## src/rtl/pipelined_adder_if.sv

```systemverilog
// Operand/result handshake bundle for pipelined_adder.
// The master drives the operands and out_ready; the slave (the adder) drives the results.
interface pipelined_adder_if #(
  parameter int unsigned WIDTH = 32
);
  logic [WIDTH-1:0] ain;
  logic [WIDTH-1:0] bin;
  logic             cin;
  logic             sub;
  logic             in_valid;
  logic             in_ready;
  logic [WIDTH-1:0] sum;
  logic             cout;
  logic             ovf;
  logic             out_valid;
  logic             out_ready;

  modport master (
    output ain, bin, cin, sub, in_valid, out_ready,
    input  in_ready, sum, cout, ovf, out_valid
  );

  modport slave (
    input  ain, bin, cin, sub, in_valid, out_ready,
    output in_ready, sum, cout, ovf, out_valid
  );
endinterface

```

## src/rtl/pipelined_adder.sv

```systemverilog
// Pipelined WIDTH-bit adder/subtractor. Each of the STAGES stages ripples one CW-bit chunk
// through full-adder cells and registers the carry for the next stage. B is inverted on entry
// for subtraction, so later stages only see A, B' and the carry. WIDTH must be a multiple of
// STAGES. The whole pipeline stalls together when the output is held.
module pipelined_adder #(
  parameter int unsigned WIDTH  = 32,
  parameter int unsigned STAGES = 4
) (
  input logic              clk,
  input logic              rst,
  pipelined_adder_if.slave io
);

  localparam int unsigned CW = WIDTH / STAGES;

  logic advance;

  // Stage k inputs: stage 0 from the port, stage k>0 from the register of stage k-1.
  logic [WIDTH-1:0]  a_in [STAGES];
  logic [WIDTH-1:0]  b_in [STAGES];
  logic [WIDTH-1:0]  s_in [STAGES];
  logic [STAGES-1:0] c_in;
  logic [STAGES-1:0] v_in;

  // Stage k combinational results.
  logic [WIDTH-1:0]  s_d [STAGES];
  logic [STAGES-1:0] c_d;
  logic              ovf_d;
  logic              carry;

  // Stage registers; the last entry is the output register.
  logic [WIDTH-1:0]  a_q [STAGES];
  logic [WIDTH-1:0]  b_q [STAGES];
  logic [WIDTH-1:0]  s_q [STAGES];
  logic [STAGES-1:0] c_q;
  logic [STAGES-1:0] v_q;
  logic              ovf_q;

  assign advance = ~v_q[STAGES-1] | io.out_ready;

  // Route operands into stage 0 and the skewed register contents into the later stages.
  always_comb begin
    c_in    = '0;
    v_in    = '0;
    a_in[0] = io.ain;
    b_in[0] = io.sub ? ~io.bin : io.bin;
    s_in[0] = '0;
    c_in[0] = io.sub | io.cin;
    v_in[0] = io.in_valid;
    for (int k = 1; k < STAGES; k++) begin
      a_in[k] = a_q[k-1];
      b_in[k] = b_q[k-1];
      s_in[k] = s_q[k-1];
      c_in[k] = c_q[k-1];
      v_in[k] = v_q[k-1];
    end
  end

  // Ripple each stage's chunk; lower sum chunks pass through untouched.
  always_comb begin
    c_d   = '0;
    carry = 1'b0;
    for (int k = 0; k < STAGES; k++) begin
      s_d[k] = s_in[k];
      carry  = c_in[k];
      for (int i = 0; i < CW; i++) begin
        s_d[k][k*CW+i] = a_in[k][k*CW+i] ^ b_in[k][k*CW+i] ^ carry;
        carry = (a_in[k][k*CW+i] & b_in[k][k*CW+i]) |
                (carry & (a_in[k][k*CW+i] ^ b_in[k][k*CW+i]));
      end
      c_d[k] = carry;
    end
    // Signed overflow: operands agree in sign but the result does not.
    ovf_d = (a_in[STAGES-1][WIDTH-1] == b_in[STAGES-1][WIDTH-1]) &
            (s_d[STAGES-1][WIDTH-1] != a_in[STAGES-1][WIDTH-1]);
  end

  // Advance every stage together, or hold all of them when the output is stalled.
  always_ff @(posedge clk) begin
    if (rst) begin
      v_q   <= '0;
      c_q   <= '0;
      ovf_q <= 1'b0;
      for (int k = 0; k < STAGES; k++) begin
        a_q[k] <= '0;
        b_q[k] <= '0;
        s_q[k] <= '0;
      end
    end else if (advance) begin
      v_q   <= v_in;
      c_q   <= c_d;
      ovf_q <= ovf_d;
      for (int k = 0; k < STAGES; k++) begin
        a_q[k] <= a_in[k];
        b_q[k] <= b_in[k];
        s_q[k] <= s_d[k];
      end
    end
  end

  assign io.in_ready  = advance;
  assign io.sum       = s_q[STAGES-1];
  assign io.cout      = c_q[STAGES-1];
  assign io.ovf       = ovf_q;
  assign io.out_valid = v_q[STAGES-1];

endmodule
```

## src/flat_wrapper.sv

```systemverilog
// flat-port wrapper written by rule: the top's interface ports become plain ports
module pipelined_adder_flat 
#(
  parameter int unsigned WIDTH  = 32,
  parameter int unsigned STAGES = 4
)
  (clk, rst, io_ain, io_bin, io_cin, io_sub, io_in_valid, io_out_ready, io_in_ready, io_sum, io_cout, io_ovf, io_out_valid);
  pipelined_adder_if #(.WIDTH(WIDTH)) io_i ();
  input logic clk;
  input logic rst;
  input wire logic [$bits(io_i.ain)-1:0] io_ain;
  input wire logic [$bits(io_i.bin)-1:0] io_bin;
  input wire logic [$bits(io_i.cin)-1:0] io_cin;
  input wire logic [$bits(io_i.sub)-1:0] io_sub;
  input wire logic [$bits(io_i.in_valid)-1:0] io_in_valid;
  input wire logic [$bits(io_i.out_ready)-1:0] io_out_ready;
  output wire logic [$bits(io_i.in_ready)-1:0] io_in_ready;
  output wire logic [$bits(io_i.sum)-1:0] io_sum;
  output wire logic [$bits(io_i.cout)-1:0] io_cout;
  output wire logic [$bits(io_i.ovf)-1:0] io_ovf;
  output wire logic [$bits(io_i.out_valid)-1:0] io_out_valid;
  assign io_i.ain = io_ain;
  assign io_i.bin = io_bin;
  assign io_i.cin = io_cin;
  assign io_i.sub = io_sub;
  assign io_i.in_valid = io_in_valid;
  assign io_i.out_ready = io_out_ready;
  assign io_in_ready = io_i.in_ready;
  assign io_sum = io_i.sum;
  assign io_cout = io_i.cout;
  assign io_ovf = io_i.ovf;
  assign io_out_valid = io_i.out_valid;
  pipelined_adder #(.WIDTH(WIDTH), .STAGES(STAGES)) u_core (.clk(clk), .rst(rst), .io(io_i));
endmodule
```

## config.mk

```make
export PLATFORM = sky130hd
export DESIGN_NAME = pipelined_adder_flat
export DESIGN_NICKNAME = d
export VERILOG_FILES = /design/src/rtl/pipelined_adder_if.sv /design/src/rtl/pipelined_adder.sv /design/src/flat_wrapper.sv
export SDC_FILE = /design/constraint.sdc
export NUM_CORES = 1
export LEC_CHECK = 0
export CAP_MARGIN = 20
export CELL_PAD_IN_SITES_DETAIL_PLACEMENT = 0
export CELL_PAD_IN_SITES_GLOBAL_PLACEMENT = 1
export CORE_MARGIN = 5
export CORE_UTILIZATION = 48
export DETAILED_ROUTE_END_ITERATION = 10
export PLACE_DENSITY = 0.91
export SLEW_MARGIN = 20
export SYNTH_ARGS = -nofsm -noshare
export SYNTH_HDL_FRONTEND = slang
export SYNTH_SLANG_ARGS = --single-unit
export TNS_END_PERCENT = 1
```

## constraint.sdc

```tcl
create_clock -name clk -period 15.2 [get_ports clk]
set_input_delay 3.04 -clock clk [delete_from_list [all_inputs] [get_ports clk]]
set_output_delay 3.04 -clock clk [all_outputs]
set_load 0.01 [all_outputs]
```

# After elaboration in Yosys (flattened, before gate mapping)
# Memory sizes are Yosys's and may differ from the RTL's.
# Index checks and enable logic that the tools add are counted.
# op_classes
mul,0
div,0
reduce_logical,0
add_sub_neg,0
eq_ne,2
magnitude_cmp,0
muxes,18
n_bitwise,177
n_shift,0
# ops
operator,count
two-way mux 32 bit,13
bitwise AND 1 bit,65
bitwise XOR 1 bit,64
bitwise OR 1 bit,46
NOT 32 bit,1
two-way mux 1 bit,5
== test 1 bit,1
inequality test 1 bit,1
NOT 1 bit,1
# word_totals
romBits,0
elab_cells,203
inputBits,70
ram_bits,384
regBits,9
memories,3
out_inout_bits,36
latch_bits,0
# memory_table
name,words,width,read_ports,rd_ports_with_merged_regs,write_ports,line,rtl
u_core.a_q,4,32,3,0,4,pipelined_adder.sv:32,logic [WIDTH-1:0] a_q [STAGES];
u_core.b_q,4,32,3,0,4,pipelined_adder.sv:33,logic [WIDTH-1:0] b_q [STAGES];
u_core.s_q,4,32,4,0,4,pipelined_adder.sv:34,logic [WIDTH-1:0] s_q [STAGES];

# Longest topological paths before layout
# Gate-level depths: netlist of the first run.
# depth
ltp_word,19
mapped_depth,14
depth_no_buf,14

# Worst setup path after synthesis of the first run
# Ideal clock, no wire load.
# synth_timing
path_type,in2reg
start,input port rst
end,"memory u_core.a_q[0][10], enable pin"
required_time_ns,14.633
setup_ns,0.567
path_stages,2
arrival_ns,7.556
n_path_buf,1
slack_ns,7.077
path_cell_list,clkbuf_1 nand2b_1
# synth_rtl
element,line,rtl
start: declaration,flat_wrapper.sv:10,input logic rst;
end: declaration,pipelined_adder.sv:32,

# Worst setup path in the final report of the first run
# layout_timing
start,input port io_out_ready
end,output port io_in_ready
# layout_via
elab_chain_len,1
# layout_lines
element,line,rtl
start: declaration,flat_wrapper.sv:16,input wire logic [$bits(io_i.out_ready)-1:0] io_out_ready;
bitwise OR 1 bit,pipelined_adder.sv:39,assign advance = ~v_q[STAGES-1] | io.out_ready;
end: declaration,flat_wrapper.sv:17,output wire logic [$bits(io_i.in_ready)-1:0] io_in_ready;
# Every way passes these cells.

==> results of run 1 <==
layout make-up:
type                    count  share of cell area [%]
flip-flops and latches    185                    56.5
multi-input cells         270                    21.9
repair buffers            109                    11.3
clock buffers              18                    4.43
well taps                 220                    2.84
clock inverters            14                    1.89
inverters                  30                    1.16
worst max-delay path: stages:
cell,delay [ps]
clkdlybuf4s50_1,460
nor2b_4,350
inv_2,200
clkdlybuf4s50_1,530
layer usage:
metal  GRT usage [%]  vias up  routed length (µm)
li1                -     1890                   -
met5               0        -                   0
met4            6.50        0                 414
met3            4.14       32                 572
met1            15.0     1777                4670
met2            21.9      106                6030
per-stage QoR:
| stage | area [µm²] | std cells | utilization [%] |
|---|---|---|---|
| global route | 9680 | 846 | 59.0 |
| floorplan | 7930 | 511 | - |
| CTS | 9650 | 845 | 58.8 |
| detailed placement | 9040 | 813 | 55.1 |
| global placement | 9040 | 813 | 55.1 |
| finish | 9680 | 846 | 59.0 |
final timing paths:
kind | startpoint | endpoint | slack, ps | cells past startpoint
worst max-delay path | io_out_ready | io_in_ready | 7590 | 4
worst min-delay path | u_core.v_q[2]$_SDFFE_PP0P_ | u_core.v_q[2]$_SDFFE_PP0P_ | 470 | 2
worst min register to register | u_core.v_q[2]$_SDFFE_PP0P_ | u_core.v_q[2]$_SDFFE_PP0P_ | 470 | 2
worst max register to register | u_core.b_q[0][88]$_SDFFCE_PN0P_ | u_core.io.ovf$_SDFFE_PP0P_ | 10520 | 14
power by group:
part           internal (mW)  switching (mW)  leakage (nW)
combinational         0.0504          0.0382          1.40
clock                  0.250           0.194         0.292
sequential             0.596         0.00970          2.16
sequential cells by signal, summed over array words and instances, names as in the netlist:
signal,flops
u_core.s_q,80
u_core.a_q,48
u_core.b_q,48
u_core.c_q,4
u_core.v_q,4
u_core.io.ovf,1
logic make-up after synthesis:
kind of cell | count (synthesis)
flops | 185
fa+ha+maj | 33
buf+inv | 56
compound gates | 8
xor+xnor | 33
simple gates | 196
synth_stat cells:
| cell type | instances |
|---|---|
| inv_1 | 29 |
| dfxtp_1 | 9 |
| edfxtp_1 | 176 |
| xor2_1 | 2 |
| nor2b_4 | 1 |
| a211oi_1 | 3 |
| nor2_8 | 1 |
| xnor2_1 | 31 |
| clkbuf_1 | 3 |
| nand2b_1 | 2 |
| buf_2 | 3 |
| nand2_1 | 9 |
| buf_6 | 17 |
| a21oi_1 | 5 |
| ha_1 | 1 |
| fa_1 | 32 |
| buf_8 | 1 |
| or3_1 | 1 |
| and2_1 | 139 |
| buf_4 | 2 |
| nor2_1 | 43 |
| inv_2 | 1 |
cells in the final DEF, fill, tap and decap left out, types with 2 or more instances in the layout:
master	count
fa_1	32
clkinvlp_4	2
xnor2_1	31
a211oi_1	3
and2_1	139
xor2_1	2
edfxtp_1	176
clkinv_8	2
a21oi_1	5
nand2_1	9
nor2_1	43
buf_4	3
clkdlybuf4s50_1	104
clkbuf_16	17
inv_8	2
dfxtp_1	9
bufinv_16	2
inv_1	29
inv_6	5
==> run_results.csv, run 1 <==
group,metric,value,unit
timing,setup_viol,0,
floorplan,num_rows,47,
floorplan,die_area,0.0192,mm²
logic_synthesis,ys_warn_count,0,
logic_synthesis,synth-compound-area-share,0.599,%
power_and_ir_drop,power,1.14,mW
critical_path,arrival,4570,ps
flow_run,drv_cap,0,
logic_synthesis,synth.area.mux_share,0,%
cts,clk_pin_slew,70,ps
timing,whs,468,ps
cts,cts_made_buffers,17,
cts,cts_hold_buffers,0,
logic_synthesis,synth_area_leaders,"edfxtp_1 67%, and2_1 11%, fa_1 8.1%, xnor2_1 3.4%, buf_6 2.4%",
cts,clockBufferDepth,2,
timing,relSlewSlack,30.2,%
final_layout,n_fill_cell,1243,
timing,tightestPinTransition,1050,ps
logic_synthesis,syn_area_per_cell,15.5,µm²
grt,antenna_found_initial,0,
route,drt-initial-drc-count,175,
critical_path,critPathKind,"in2out",
logic_synthesis,syn_inst,511,
placed_design,dp_hpwl,7.62,mm
critical_path,crit_path_start_kind,"input pin",
placed_design,port_buffers,105,
cts,clkLatencyLatePin,420,ps
min_path,hp-class,"reg2reg",
timing,fin_crit_sh,50.1,%
timing,rsz0062_at_grt,"false",
timing,period_needed,7610,ps
floorplan,core,0.0164,mm²
route,firstDrtPassIters,5,
grt,grt_pass1_wl,19.5,mm
placed_design,finalWeightedCongestion,0.735,
timing,fmax,131,MHz
final_layout,antennaDiodeCount,0,
cts,clock-root-buffer,"clkbuf_16",
floorplan,floorplan.initialDensity,48.3,%
logic_synthesis,ys_ff_latch,185,
route,vias_per_cell,4.50,
critical_path,crit_required,12160,ps
timing,fin_skew,5.62,ps
critical_path,crit_fanout,12,
logic_synthesis,synthAdderAreaFrac,8.23,%
power_and_ir_drop,power.leakage,3.86,nW
power_and_ir_drop,cellPowerDensity,118,mW/mm²
cts,cts_max_level,4,
final_layout,final_nets,716,
final_layout,multi_input_area,0.00212,mm²
cts,postCtsSetupRepairBufs,0,
logic_synthesis,synth-simple-area-share,14.1,%
floorplan,die_h,139,µm
grt,grt_pass1_vias,3995,
timing,final_hold_viol_count,0,
route,routedWlPerCell,13.8,µm
final_layout,drive_above_1_share,6.55,%
route,vias,3805,
floorplan,chipWidth,139,µm
logic_synthesis,synth_cell_types,22,
outcome,status,"completed",
final_layout,regArea,0.00547,mm²
power_and_ir_drop,ir_worst_vdd,0.0000856,V
route,ant_nets,0,
timing,fin_tns_setup,0,ps
logic_synthesis,synth_top_area_share,66.6,%
cts,cts-resized-gates,0,
logic_synthesis,synth_xor_area_share,3.64,%
logic_synthesis,mappedNetlistNets,614,
timing,final_max_slew_viol_count,0,
route,drcViolationCount,0,
cts,cts_tree,"built",
logic_synthesis,synth-seq-area-share,68.9,%
logic_synthesis,synth_top_family_by_area,"simple AND/OR/NAND/NOR gates",
grt,grt-ovfl-total,0,
final_layout,synthToLayoutAreaGrowth,22.0,%
placed_design,pre_cts_ws,7600,ps
floorplan,ioPinCount,106,
cts,cts.sinks,185,
grt,track_usage,13.0,%
critical_path,cp-end-kind,"primary output",
logic_synthesis,synth_top_cell_by_area,"edfxtp_1",
grt,grt_max_degree,100,
timing,fin_ws,7590,ps
route,wirelength,11.7,mm
logic_synthesis,netlist_area,0.00793,mm²
No activity file was read; power rests on OpenSTA's default activity.
==> run 2: changes to the inputs <==
--- a/config.mk
+++ b/config.mk
@@ -9,9 +9,9 @@
 export CELL_PAD_IN_SITES_DETAIL_PLACEMENT = 0
 export CELL_PAD_IN_SITES_GLOBAL_PLACEMENT = 1
 export CORE_MARGIN = 5
-export CORE_UTILIZATION = 48
+export CORE_UTILIZATION = 41
 export DETAILED_ROUTE_END_ITERATION = 10
-export PLACE_DENSITY = 0.91
+export PLACE_DENSITY = 0.83
 export SLEW_MARGIN = 20
 export SYNTH_ARGS = -nofsm -noshare
 export SYNTH_HDL_FRONTEND = slang
==> constraint.sdc (replaced) <==
create_clock -name clk -period 6.4 [get_ports clk]
set_input_delay 1.28 -clock clk [delete_from_list [all_inputs] [get_ports clk]]
set_output_delay 1.28 -clock clk [all_outputs]
set_load 0.01 [all_outputs]
==> run_results.csv, run 2 (same netlist as run 1, synthesis figures left out) <==
group,metric,value,unit
final_layout,drive_above_1_share,7.01,%
grt,grt-ovfl-total,0,
power_and_ir_drop,p_comb_share,8.0,%
timing,relSlewSlack,41.9,%
timing,final_hold_viol_count,0,
cts,cts.sinks,185,
timing,final_max_slew_viol_count,0,
critical_path,crit_required,6580,ps
final_layout,final_cell_area,0.00974,mm²
route,wirelength,12.0,mm
grt,track_usage,11.6,%
timing,rsz0062_at_grt,"false",
critical_path,arrival,5290,ps
power_and_ir_drop,power.leakage,3.88,nW
power_and_ir_drop,ir_worst_vdd,0.000177,V
floorplan,chipWidth,149,µm
placed_design,port_buffers,105,
timing,period_needed,5110,ps
floorplan,ioPinCount,106,
cts,cts-resized-gates,0,
timing,fin_crit_sh,79.8,%
power_and_ir_drop,seq_power_share,53.5,%
cts,clkLatencyLatePin,430,ps
final_layout,mostFrequentLayoutCells,"176 x edfxtp_1, 139 x and2_1, 104 x clkdlybuf4s50_1, 43 x nor2_1, 32 x fa_1",
cts,clock-root-buffer,"clkbuf_16",
critical_path,critPathKind,"in2reg",
critical_path,crit_path_start_kind,"input pin",
placed_design,finalWeightedCongestion,0.697,
grt,grt_pass1_wl,19.8,mm
route,firstDrtPassIters,4,
cts,clk_pin_slew,60,ps
route,ant_nets,0,
timing,tightestPinTransition,872,ps
floorplan,core,0.0189,mm²
cts,cts_hold_buffers,0,
cts,postCtsSetupRepairBufs,0,
cts,cts_made_buffers,17,
cts,cts_max_level,4,
route,routedWlPerCell,13.5,µm
placed_design,place_area,0.00912,mm²
floorplan,die_area,0.0222,mm²
final_layout,max_flop_register,"u_core.s_q",
grt,grt_max_degree,102,
timing,fmax,196,MHz
critical_path,crit_path_top_delay_cell,"clkdlybuf4s50_1",
route,vias,3781,
critical_path,crit_fanout,1,
cts,cts_tree,"built",
floorplan,num_rows,50,
final_layout,final_nets,718,
timing,fin_tns_setup,0,ps
final_layout,synthToLayoutAreaGrowth,22.8,%
route,wl_met2,5.98,mm
final_layout,largest_register_ffs,80,
critical_path,cp-end-kind,"flip-flop",
critical_path,cp_top_family,"adder cells",
final_layout,n_fill_cell,1609,
timing,setup_viol,0,
route,drt-met1-wl,5.12,mm
route,vias_per_cell,4.26,
power_and_ir_drop,cellPowerDensity,276,mW/mm²
timing,fin_skew,8.36,ps
route,drt-initial-drc-count,186,
outcome,status,"completed",
route,drcViolationCount,0,
placed_design,dp_hpwl,8.13,mm
route,met3_length,594,µm
min_path,hp-class,"reg2reg",
power_and_ir_drop,p_sw_share,22.0,%
critical_path,critPathMaxStageDelay,430,ps
grt,grt_pass1_vias,3955,
critical_path,cpMostUsedCell,"fa_1",
floorplan,floorplan.initialDensity,42.0,%
route,highest_layer,"met4",
timing,whs,455,ps
power_and_ir_drop,clkPwrFrac,38.5,%
floorplan,die_h,149,µm
final_layout,top_regs,"u_core.s_q x80, u_core.a_q x48, u_core.b_q x48",
flow_run,drv_cap,0,
critical_path,crit_buf_inv,2,
final_layout,antennaDiodeCount,0,
power_and_ir_drop,switching_power,590,µW
final_layout,final_common_cell,"edfxtp_1",
power_and_ir_drop,internal-power,2.10,mW
critical_path,crit_path_cell_trace,"clkdlybuf4s50_1 > xnor2_1 > fa_1 > fa_1 > fa_1 > fa_1 > fa_1 > fa_1 > fa_1 > inv_1 > fa_1 > and2_1",
grt,antenna_found_initial,0,
cts,clockBufferDepth,2,
run 2: layer usage:
metal | global-route usage, % | up-vias
met5 | 0 | -
met4 | 5.13 | 0
met3 | 3.22 | 21
met2 | 19.0 | 86
met1 | 14.4 | 1770
li1 | - | 1904
run 2: area by class of cell:
class	instances	area, µm²	area share (%)
inverters	30	113	1.16
repair buffers	111	1120	11.5
clock buffers	17	425	4.37
multi-input cells	270	2120	21.7
clock inverters	15	175	1.80
well taps	260	325	3.34
flip-flops and latches	185	5470	56.1
run 2: worst paths after layout:
path                                                        to                       startpoint  cells after the start  slack (ps)
worst max-delay path            u_core.s_q[0][7]$_SDFFCE_PN0P_                        io_bin[0]                     12        1290
worst min-delay path                u_core.v_q[0]$_SDFFE_PP0P_       u_core.v_q[0]$_SDFFE_PP0P_                      2         450
worst max register to register      u_core.io.ovf$_SDFFE_PP0P_  u_core.b_q[0][88]$_SDFFCE_PN0P_                     14        1780
worst min register to register      u_core.v_q[0]$_SDFFE_PP0P_       u_core.v_q[0]$_SDFFE_PP0P_                      2         450
run 2: power groups by stage:
stage	Clock [mW]	Sequential, mW	Combinational, mW
2_1_floorplan	0	1.47	0.123
3_3_place_gp	0	1.46	0.210
3_5_place_dp	0	1.47	0.217
4_1_cts	1.06	1.44	0.218
5_1_grt	1.12	1.45	0.244
6_report	1.04	1.44	0.215
run 2: tightest hold or removal path, stage by stage, from the launching register on:
cell	delay, ps
dfxtp_1	310
nand2_1	50
a21oi_1	50
run 2: stage by stage:
stage	std cells	setup slack (ps)	power, mW	utilization [%]
floorplan	511	36.7	1.59	-
global placement	855	997	1.67	48.3
detailed placement	855	845	1.68	48.3
CTS	887	1290	2.72	51.4
global route	888	1160	2.81	51.6
finish	888	1290	2.69	51.6
==> variant (settings of run 2) <==
`WIDTH` is set to 32 in 3 places; all go to 36.
--- a/src/rtl/pipelined_adder_if.sv
+++ b/src/rtl/pipelined_adder_if.sv
@@ -3,3 +3,3 @@
 interface pipelined_adder_if #(
-  parameter int unsigned WIDTH = 32
+  parameter int unsigned WIDTH = 36
 );
--- a/src/rtl/pipelined_adder.sv
+++ b/src/rtl/pipelined_adder.sv
@@ -5,3 +5,3 @@
 module pipelined_adder #(
-  parameter int unsigned WIDTH  = 32,
+  parameter int unsigned WIDTH  = 36,
   parameter int unsigned STAGES = 4
--- a/src/flat_wrapper.sv
+++ b/src/flat_wrapper.sv
@@ -3,3 +3,3 @@
 #(
-  parameter int unsigned WIDTH  = 32,
+  parameter int unsigned WIDTH  = 36,
   parameter int unsigned STAGES = 4
Ports: changed (resized io_ain, io_bin and io_sum); port bits go from 106 to 118. The function was not compared with the original's and may differ.
==> variant against run 2 <==
  * Worst hold slack worse by 0.0018 ns
  * Via count increased by 10%
  * Clock power up 9.6%
  * Area after synthesis rose by 12%
  * Design area up 11%
  * Total power is 11% higher
  * Critical path depth rose by 1
  * Wire length is 13% higher
  * Setup slack worse by 0.29 ns
  * Sequential power rose by 12%
  * Sequential cell count up 22
  * Count of clock-buffer cells in the layout grew 8
==> variant: results (changes against run 2) <==
stage	metric	value	unit	change
run_status	status	completed		unchanged
clock_network	CTS H-Tree Depth	1		was 4
critical_path	worst reg2reg setup slack	1.24	ns	was 1.78 ns
place	DP Area	10200	sq um	was 9120 sq um
global_routing	vias in the first global route	4502		was 3955
clock_network	later-pin clock latency in the skew report	0.48	ns	was 0.43 ns
critical_path	critical path arrival	5.63	ns	was 5.29 ns
worst_hold_path	hold endpoint	u_core.v_q[2]$_SDFFE_PP0P_		was u_core.v_q[0]$_SDFFE_PP0P_
power	Peak VDD IR	0.000134	V	was 0.000177 V
timing	Worst slew margin	31.9	%	was 41.9%
routing	final WL	13600	um	was 12000 um
routing	Initial DRC Count	206		was 186
clock_network	CTS Buf Count	21		was 17
place	post-DP HPWL	8900	um	was 8130 um
global_routing	Tot GR Track Use	11.3	%	was 11.6%
global_routing	largest net degree at the start of global routing	97		was 102
synthesis	post-synthesis cell type count	21		was 22
place	Final GP Congestion	0.699		was 0.697
clock_network	Clock Path Buffers	3		was 2
cells_and_area	# nets final	799		was 718
synthesis	synth cell count leaders	edfxtp_1 (198), and2_1 (157), nor2_1 (47)		was edfxtp_1 (176), and2_1 (139), nor2_1 (43)
synthesis	Post-Synth Adder-Cell Area	8.26	%	was 8.23%
cells_and_area	top flop regs	u_core.s_q x90, u_core.a_q x54, u_core.b_q x54		was u_core.s_q x80, u_core.a_q x48, u_core.b_q x48
synthesis	xor/xnor share of the synthesized area	3.65	%	was 3.64%
worst_hold_path	min-delay src	u_core.v_q[2]$_SDFFE_PP0P_		was u_core.v_q[0]$_SDFFE_PP0P_
synthesis	Mapped Nets	682		was 614
cells_and_area	filler instances	1757		was 1609
power	Leakage	4.31	nW	was 3.88 nW
cells_and_area	share of layout cells above drive strength 1	5.88	%	was 7.01%
synthesis	Synth Area in Compound Gates	0.536	%	was 0.599%
critical_path	R2R depth	15		was 14
global_routing	first-pass GRT wire length	22400	um	was 19800 um
routing	via count	4160		was 3781
synthesis	sequential area share after synthesis	69.0	%	was 68.9%
critical_path	R2R Path Start	u_core.b_q[0][99]$_SDFFCE_PN0P_		was u_core.b_q[0][88]$_SDFFCE_PN0P_
synthesis	leading post-synthesis cells by cell area	edfxtp_1 (67%), and2_1 (11%), fa_1 (8.1%), xnor2_1 (3.5%), buf_6 (2.8%)		was edfxtp_1 (67%), and2_1 (11%), fa_1 (8.1%), xnor2_1 (3.4%), buf_6 (2.4%)
synthesis	Post-synth EDFFs	198		was 176
timing	Hold WS	0.453	ns	was 0.455 ns
clock_network	Post-CTS Setup Bufs	0		unchanged
cells_and_area	register cell area after layout	6130	sq um	was 5470 sq um
timing	final setup skew	0.00655	ns	was 0.00836 ns
critical_path	reg2reg end	u_core.io.ovf$_SDFFE_PP0P_		unchanged
-- variant: cell types whose count changed in the layout (fill, tap and decap cells not counted), sizes merged, moves of 8 or more --
cell | run 2 | this run
clkdlybuf4s50 | 104 | 116
clkbuf | 17 | 25
and2 | 139 | 157
inv | 39 | 31
edfxtp | 176 | 198
-- variant: area by class of cell --
cell class | count | area share (%)
clock inverter | 11 | 0.937
inverter | 31 | 1.08
clock buffer | 25 | 5.00
sequential | 207 | 56.7
timing repair buffer | 123 | 11.3
multi-input combinational | 300 | 21.8
tap | 275 | 3.18
-- variant: where the power goes --
| part | internal (mW) | leakage [nW] | switching [mW] |
|---|---|---|---|
| Clock | 0.680 | 0.320 | 0.460 |
| Sequential | 1.59 | 2.42 | 0.0259 |
| Combinational | 0.134 | 1.57 | 0.102 |
-- variant: worst max path at each step --
stage / cells after the start / startpoint / end / slack [ns]
global placement: 13 / io_bin[0] / u_core.s_q[0][8]$_SDFFCE_PN0P_ / 0.62
global route: 15 / u_core.b_q[0][99]$_SDFFCE_PN0P_ / u_core.io.ovf$_SDFFE_PP0P_ / 0.86
finish: 13 / io_bin[0] / u_core.s_q[0][8]$_SDFFCE_PN0P_ / 1.00
floorplan: 14 / io_sub / u_core.s_q[0][8]$_SDFFCE_PN0P_ / 0.70
CTS: 13 / io_bin[0] / u_core.s_q[0][8]$_SDFFCE_PN0P_ / 1.03
detailed placement: 13 / io_bin[0] / u_core.s_q[0][8]$_SDFFCE_PN0P_ / 0.52
-- variant: kinds of logic (layout without fill, tap and decap cells) --
family / after synthesis / after routing
and+or+nand+nor: 218 / 218
DFF: 207 / 207
buffers and inverters: 60 / 190
adders and majority gates: 37 / 37
xor gates and xnor gates: 37 / 37
AOI/OAI and AO/OA: 8 / 8
-- variant: layer usage --
metal	share of wire, %	up-vias	routed length (um)	global-route usage (%)
met2	50	95	6740	19.0
met4	2.2	0	301	3.77
met1	43	1940	5800	14.5
met5	0	-	0	0
li1	-	2104	-	-
met3	5.2	21	707	2.56
-- variant: worst max-delay path, stage by stage --
cell	delay [ns]
clkdlybuf4s50_1	0.42
xnor2_1	0.15
fa_1	0.42
fa_1	0.40
fa_1	0.41
fa_1	0.41
fa_1	0.39
fa_1	0.39
fa_1	0.39
fa_1	0.38
inv_1	0.08
fa_1	0.39
and2_1	0.14
-- variant: per-stage QoR --
stage          cells  worst slack, ns
5_1_grt          972            0.863
4_1_cts          972             1.03
6_report         972             1.00
2_1_floorplan    567            0.704
3_5_place_dp     936            0.515
3_3_place_gp     936            0.618
